===== src/rtl/integrator_decimator.sv =====
// CIC front half: M chained integrators followed by a 1-in-R strobe selector.
// Optional synchronous flush port enabled by INTEG_SYNC_CLR_EN.
module integrator_decimator #(
  parameter int M       = 1,
  parameter int R       = 4,
  parameter int IN_BITS = 10,
  parameter int BITS    = 10
) (
  input  logic               clk,
  input  logic               rst,
  input  logic [IN_BITS-1:0] stream_in,
  input  logic               valid,
`ifdef INTEG_SYNC_CLR_EN
  input  logic               clear,
`endif
  output logic [BITS-1:0]    stream_out,
  output logic               ready
);

  localparam int CW = (R > 1) ? $clog2(R) : 1;

  logic [BITS-1:0] x;
  logic [BITS-1:0] acc     [M];
  logic [BITS-1:0] acc_nxt [M];
  logic [CW-1:0]   cnt;
  logic            last;
  logic            flush;

`ifdef INTEG_SYNC_CLR_EN
  assign flush = clear;
`else
  assign flush = 1'b0;
`endif

  assign x    = BITS'(signed'(stream_in));
  assign last = (cnt == CW'(R - 1));

  // each stage adds the already-updated value of the stage below
  always_comb begin
    logic [BITS-1:0] run;
    run = x;
    for (int m = 0; m < M; m++) begin
      run        = acc[m] + run;
      acc_nxt[m] = run;
    end
  end

  always_ff @(posedge clk or negedge rst) begin
    if (!rst) begin
      for (int m = 0; m < M; m++) acc[m] <= '0;
      cnt        <= '0;
      stream_out <= '0;
      ready      <= 1'b0;
    end else if (flush) begin
      for (int m = 0; m < M; m++) acc[m] <= '0;
      cnt        <= '0;
      stream_out <= '0;
      ready      <= 1'b0;
    end else begin
      ready <= 1'b0;
      if (valid) begin
        acc <= acc_nxt;
        if (last) begin
          cnt        <= '0;
          stream_out <= acc_nxt[M-1];
          ready      <= 1'b1;
        end else begin
          cnt <= cnt + CW'(1);
        end
      end
    end
  end

endmodule


===== config.mk =====
export PLATFORM = sky130hd
export DESIGN_NAME = integrator_decimator
export DESIGN_NICKNAME = d
export VERILOG_FILES = /design/src/rtl/integrator_decimator.sv
export SDC_FILE = /design/constraint.sdc
export NUM_CORES = 1
export LEC_CHECK = 0
export CAP_MARGIN = 25
export CORE_MARGIN = 1
export CORE_UTILIZATION = 40
export DETAILED_ROUTE_END_ITERATION = 10
export PLACE_DENSITY_LB_ADDON = 0.08
export SLEW_MARGIN = 20
export SYNTH_ARGS = -nofsm -noshare
export SYNTH_HDL_FRONTEND = slang
export SYNTH_SLANG_ARGS = --single-unit

===== constraint.sdc =====
create_clock -name clk -period 3.1 [get_ports clk]
set_input_delay 0.465 -clock clk [delete_from_list [all_inputs] [get_ports clk]]
set_output_delay 0.465 -clock clk [all_outputs]
set_load 0.01 [all_outputs]

==> reports/summary.md, run 1 <==
The worst setup path is launched from an input port. The finished layout holds 196 standard cells, fillers aside. The internal power consumption was 0.9664 mW. The mapped netlist covers 1331 um2. The first-pass GRT wire length came out at 4471 um.

In the layout the commonest cells are dfrtp_1, clkdlybuf4s50_1, mux2_2. By startpoint and endpoint, the worst setup path is classified as in -> reg. The run gives 0 as the number of max-slew violations in the final report. After floorplanning, the core was sized to cover 3103 um2. In this run the worst path has a maximum fanout of 4. The tools report the worst-skew pair later-pin latency as 0.31 ns. For the final routed database, the setup TNS stands at 0 ns. The flow ran to the end, and the final reports show no timing, DRC or antenna violations. After synthesis, the largest family of logic cells by area is compound AO/OA/AOI/OAI gates.

The detailed router finished its first iteration with 36 violations. The number of iterations in the first detailed-routing pass is 4. The worst hold margin was 0.4828 ns; the number of port buffers was 23. The post-CTS setup repair buffer count was 0. The worst-case clock skew is 0.002474 ns, and the data required time of the worst path is 3.36 ns. The synthesized-area fraction occupied by xor and xnor cells came out at 4.605%. The number of global-route vias before repair came out at 974. Compared with the post-synthesis result, the final layout area differs by 24.34%. The net switching share of the total power was 38.94%; the H-tree depth was 1. Once the floorplan was initialized, standard cells occupied 42.90% of the core. In the routed layout, each cell is associated on average with a via count of 5.168. Once detailed placement completed, the half-perimeter wirelength came to 1987 um.

The number of register bits inferred by synthesis is 23. The net count of the finished layout is 177. At the pin with the least slew margin, the transition time is 0.3913 ns. TritonCTS built the clock tree. The static power due to leakage is 0.7231 nW, and the number of resized instances in the post-cts repair step is 0. The pin count of the biggest net entering global routing came out at 24. The clock network burns 9.0% of the power.

From bottom edge to top edge, the die measures 59.69 um. The tools report the clock buffer count from CTS as 3. Wires add up to 2621 um. For the number of placed instances with taps included, the log shows 192. Yosys attributes the largest share of cell area to dfrtp_1, mux2_2, ha_1. The run gives 1.12 ns as the slack of the worst reg-to-reg path.

The count of nets left with antenna violations once routing finished came out at 0. The layout cell share with drive strength beyond 1 was 15.13%. For this run, the top clock speed supported by timing is 450.2 MHz. Counting distinct cell types in the post-synthesis netlist gives 36.

For the site row count, the log shows 20. The finished cells cover 1655 um2. The average cell area after synthesis is 10.74 um2.

Setup slack after layout: 0.8789 ns. The cell count after synthesis is 124. After synthesis, the share of cell area in mux cells is 12.03%. The tools report the number of setup violations in the final report as 0. Relative contribution of combinational cells to total power: 57.5%. After detailed routing, the number of remaining DRC violations is 0. The count of synthesis-stage warnings from yosys was 0.

For this design the ratio of total power to cell area is 956.1 nW/um2. The number of antenna violations at the first check in global routing is 0, and the clock slew seen by the registers of the worst setup and hold paths is 0.13 ns. The die is 59.69 um wide. The congestion estimate from routability-driven global placement came to 0.8512. The number of antenna diodes was 0; the simple logic cell fraction of the synthesized area was 12.41%.

For the total of hold buffers inserted after clock tree synthesis, the log shows 0. The worst hold path belongs to the class in -> async. Setup repair after global routing left no endpoint under its margin.

The worst-case headroom to the max-slew limit was 73.82%; the sequential group share of total power was 33.6%. For the register area share after synthesis, the log shows 43.23%. The adder and majority cell fraction of the synthesized area was 10.90%. After detailed routing, the average wire length per cell comes to 13.37 um. The number of clock sinks is 23, and the final critical-path required period is 2.221 ns. STA puts the critical path data arrival time at 2.48 ns. Global routing used 16.90% of the available tracks across all layers. The critical path endpoint category is a flip-flop.

The run gives 1013 as the number of vias in the routed layout. Dividing the final minimum period by the clock period gives 71.65%. The tools report the number of nets produced by synthesis as 148. OpenSTA, run right after detailed placement, puts the worst setup slack at 0.5499 ns. Global routing finished with a remaining overflow of 0. Summing all placed instances gives a cell area of 1629 um2. The I/O pin count is 24. The net switching component of the power was 0.6163 mW. Summing the areas of all compound-gate instances in the mapped netlist gives 14.10% of the synthesized area. The tools report the buffer cell driving the clock tree root as clkbuf_4. The die covers 3563 um2. Counting along the longest clock path gives a buffer depth of 2. The area share of the leading cell type in the synthesized netlist is 43.23%. The largest area contributor in the synthesized netlist was dfrtp_1. The final number of hold-violating endpoints was 0; the largest vdd supply drop was 433.2 uV.

The run gives 0 as the max capacitance violation total.
metal layers:
metal	share of wire [%]	wire length, um	track usage [%]	vias up
met4	1.2	32	6.977	0
met5	0	0	0	-
met3	4.4	115	2.381	4
li1	-	-	-	509
met1	48	1264	23.49	477
met2	46	1208	26.35	23
area by class of cell:
class | count | area, um2
well taps | 44 | 55.05
multi-input cells | 92 | 719.4
fillers | 319 | 1448
flip-flops and latches | 23 | 575.6
clock buffers | 4 | 26.28
repair buffers | 26 | 252.7
inverters | 7 | 26.28
cell families after synthesis:
group	Yosys count
AO/OA/AOI/OAI	29
XOR/XNOR	7
adder cells (fa/ha/maj)	11
buffers and inverters	9
flip-flops	23
multiplexers	14
AND/OR/NAND/NOR	31
synth_stat cells:
| cell | count |
|---|---|
| a211o_1 | 2 |
| a211oi_2 | 1 |
| a21o_1 | 3 |
| a21oi_1 | 9 |
| a2bb2oi_1 | 1 |
| a31oi_1 | 1 |
| a41oi_1 | 1 |
| and3_1 | 1 |
| buf_2 | 1 |
| clkbuf_2 | 1 |
| clkinv_1 | 1 |
| dfrtp_1 | 23 |
| fa_1 | 1 |
| ha_1 | 10 |
| inv_1 | 5 |
| inv_2 | 1 |
| mux2_2 | 12 |
| mux2_4 | 1 |
| mux2i_1 | 1 |
| nand2_1 | 11 |
| nand2b_1 | 2 |
| nand3_1 | 5 |
| nand4_1 | 3 |
| nand4_2 | 1 |
| nand4b_1 | 1 |
| nor2_1 | 5 |
| nor4b_2 | 1 |
| o211ai_1 | 2 |
| o21a_1 | 1 |
| o21ai_0 | 5 |
| o21ai_1 | 1 |
| o21bai_1 | 1 |
| o22ai_1 | 1 |
| or3_1 | 1 |
| xnor2_1 | 4 |
| xor2_1 | 3 |
critical path, cell delays in order:
cell and delay [ns]:
clkdlybuf4s50_1 0.46, ha_1 0.20, inv_1 0.07, fa_1 0.38, nand2b_1 0.17, a21oi_1 0.16
o211ai_1 0.20, a211o_1 0.30, nand3_1 0.07
power groups by stage:
stage / Combinational [mW] / Sequential, mW / Clock (mW)
4_1_cts: 0.915 / 0.535 / 0.149
3_3_place_gp: 0.894 / 0.533 / 0
6_report: 0.909 / 0.531 / 0.142
3_5_place_dp: 0.909 / 0.542 / 0
2_1_floorplan: 0.602 / 0.558 / 0
5_1_grt: 1.02 / 0.551 / 0.162
path summary, 6_finish.rpt:
kind | startpoint | end | depth (start not counted)
worst max-delay path | stream_in[0] | acc[8] | 9
worst min-delay path | rst | stream_out[2] | 2
worst max register to register | acc[0] | acc[8] | 8
worst min register to register | stream_out[1] | stream_out[1] | 2
max in group asynchronous | rst | stream_out[5] | 2
min in group clk | stream_out[1] | stream_out[1] | 2
registers in the layout, indices dropped and copies added, names as in the netlist:
register and flops:
cnt 2, acc 10, stream_out 10, ready 1
stage by stage:
| step | power (mW) | utilization [%] |
|---|---|---|
| after floorplan | 1.160 | - |
| after global placement | 1.427 | 52.50 |
| after detailed placement | 1.451 | 52.50 |
| after CTS | 1.598 | 53.35 |
| after global routing | 1.730 | 53.35 |
| final | 1.583 | 53.35 |
Note: power is estimated with default switching activity, not from simulation.
==> run 2, diff against run 1 <==
Clock period 3.1 ns to 2.3 ns, I/O delays scaled along.
==> reports/summary.md, run 2 (synthesis results as in run 1) <==
Max capacitance violation total: 0. The depth of the worst register-to-register path was 8. Counting the buffers created by CTS gives 3. The worst path in the final design needs a cycle of 2.083 ns, including I/O delays and setup. The largest individual stage delay along the critical path comes from the cell clkdlybuf4s50_1.

The first global-routing pass estimated 4747 um of wire. After floorplanning, the core was divided into 20 placement rows. For this run, the total global-route usage over all layers was measured as 17.78%. Measured along the y axis, the die boundary spans 59.69 um. In this run the remaining antenna-violating nets after routing total 0. Buffer cell driving the clock tree root: clkbuf_4. After clock tree synthesis, the clock-pin slew on the worst setup and hold paths is 0.13 ns.

H-tree depth: 1. The path class of the tightest hold or removal check is in -> async. The number of setup buffers added after CTS is 0. The worst setup path is launched from an input port. Measured on the finished design, the core utilization comes to 54.07%.

The worst pin sits at a relative slew slack of 72.02%. The clock drives 23 sinks. For the violation count after the first detailed-routing iteration, the log shows 36. The maximum fanout along the worst path was 4. The run gives 0 as the total of hold buffers inserted after clock tree synthesis. For the worst-skew pair later-pin latency, the log shows 0.31 ns. In this run the static leakage power is 0.7377 nW. For the final RePlAce weighted congestion, the log shows 0.7989.

Setup repair after global routing left no endpoint under its margin. Entering global routing, the biggest net connects 24 pins. The logs give 1039 for the number of vias in the routed layout and 180 for the net total in the final layout. In this run the standard cell core region covers 3103 um2. The worst-case IR drop observed on VDD is 594.7 uV. The critical path goes through clkdlybuf4s50_1 > ha_1 > inv_1 > fa_1 > nand2b_1 > a21oi_1 > o211ai_1 > a211o_1 > nand3_1.

Area overhead of the layout relative to synthesis: 26.03%. Data on the critical path is required at its endpoint by 2.55 ns. The endpoint arrival time on the critical path came out at 2.34 ns. The maximum clock frequency is 480.2 MHz. The critical path in this run is classified as in -> reg. Clock skew on the completed layout was measured at 0.004458 ns. For this block, the routed nets add up to 2675 um of wire.

The number of antenna diodes is 0. The number of max-slew violations in the final report was 0; the width of the die was 59.69 um. The flow ran to the end, and the final reports show no timing, DRC or antenna violations. For the HPWL after detailed placement, the log shows 2003 um. TritonCTS built the clock tree. The number of iterations in the first detailed-routing pass was 4; the portion of the clock cycle consumed by the worst path in the final layout was 90.55%. The run gives 195 as the number of placed instances with taps included. In this design, the stage delay of the slowest critical-path cell is 0.46 ns.

For the pin with the worst max-slew slack, the measured transition is 0.4181 ns. The run gives 1087 as the number of global-route vias before repair. The clock passes through at most 2 buffers. Hold timing on the final database bottoms out at a slack of 0.3665 ns. The total overflow left after global routing is 0. For this design the top-level I/O count stands at 24.

Final number of hold-violating endpoints: 0. For this configuration, the core starts out at a cell density of 42.90%. The tools report the number of remaining DRC errors as 0. In the final routed layout, each cell accounts on average for 13.44 um.

The die covers 3563 um2. The tools report the number of setup violations in the final report as 0. In the final layout, the registers with the most flip-flops are acc: 10 flops, stream_out: 10 flops, cnt: 2 flops. For the number of resized instances in the post-cts repair step, the log shows 0.

The critical path endpoint category was a flip-flop. The post-route non-filler standard cell count is 199, and the average via count per standard cell is 5.221. Of the cells placed in the final design, the portion with a size suffix greater than 1 is 16.77%. The number of antenna violations at the first check in global routing is 0. The top cell types in the final layout, fill and taps aside, are dfrtp_1, clkdlybuf4s50_1, mux2_2. The power density over the cells works out to 1292 nW/um2.

Port buffering added 23 buffers.
-- run 2: changes by cell type in the layout (fill, tap and decap cells not counted), sizes merged --
cell | previous run | this run
buf | 3 | 6
-- run 2: path summary, 6_finish.rpt --
path | startpoint | end | slack, ns
max | stream_in[0] | stream_out[8] | 0.22
min | rst | stream_out[1] | 0.37
max reg2reg | acc[0] | stream_out[8] | 0.35
min reg2reg | stream_out[2] | stream_out[2] | 0.49
max in group asynchronous | rst | acc[3] | 1.70
min in group clk | stream_out[2] | stream_out[2] | 0.49
-- run 2: report_power, final --
| group | switching, mW | total, mW | leakage [nW] | internal (mW) |
|---|---|---|---|---|
| registers | 0.112 | 0.719 | 0.276 | 0.607 |
| clock network | 0.121 | 0.189 | 0.0150 | 0.0678 |
| logic | 0.605 | 1.26 | 0.446 | 0.654 |
-- run 2: area by class of cell --
class / instances / area [um2]
clock buffers: 4 / 26.28
well taps: 44 / 55.05
inverters: 7 / 26.28
repair buffers: 29 / 275.3
flip-flops and latches: 23 / 575.6
multi-input cells: 92 / 719.4
fillers: 288 / 1425
-- run 2: worst max-delay path: cells and delay by family --
kind | cells | cell delay [ns]
adder cells (fa/ha/maj) | 2 | 0.54
AO/OA/AOI/OAI | 3 | 0.69
buffers and inverters | 2 | 0.51
AND/OR/NAND/NOR | 2 | 0.25
-- run 2: metrics by stage --
stage	power (mW)	setup TNS (ns)	area, um2	worst slack, ns
global route	2.378	0	1678	0.1006
floorplan	1.564	0	1331	0.4627
CTS	2.188	0	1678	0.2229
global placement	1.949	-0.1284	1652	-0.03408
detailed placement	1.989	-0.3975	1652	-0.1118
finish	2.168	0	1678	0.2173
-- run 2: layer usage --
| metal | GRT usage (%) | up-vias | part of all wire, % |
|---|---|---|---|
| met5 | 0 | - | 0 |
| met4 | 7.973 | 0 | 1.8 |
| met3 | 2.597 | 6 | 3.8 |
| met2 | 29.84 | 21 | 46 |
| met1 | 22.59 | 497 | 48 |
| li1 | - | 515 | - |
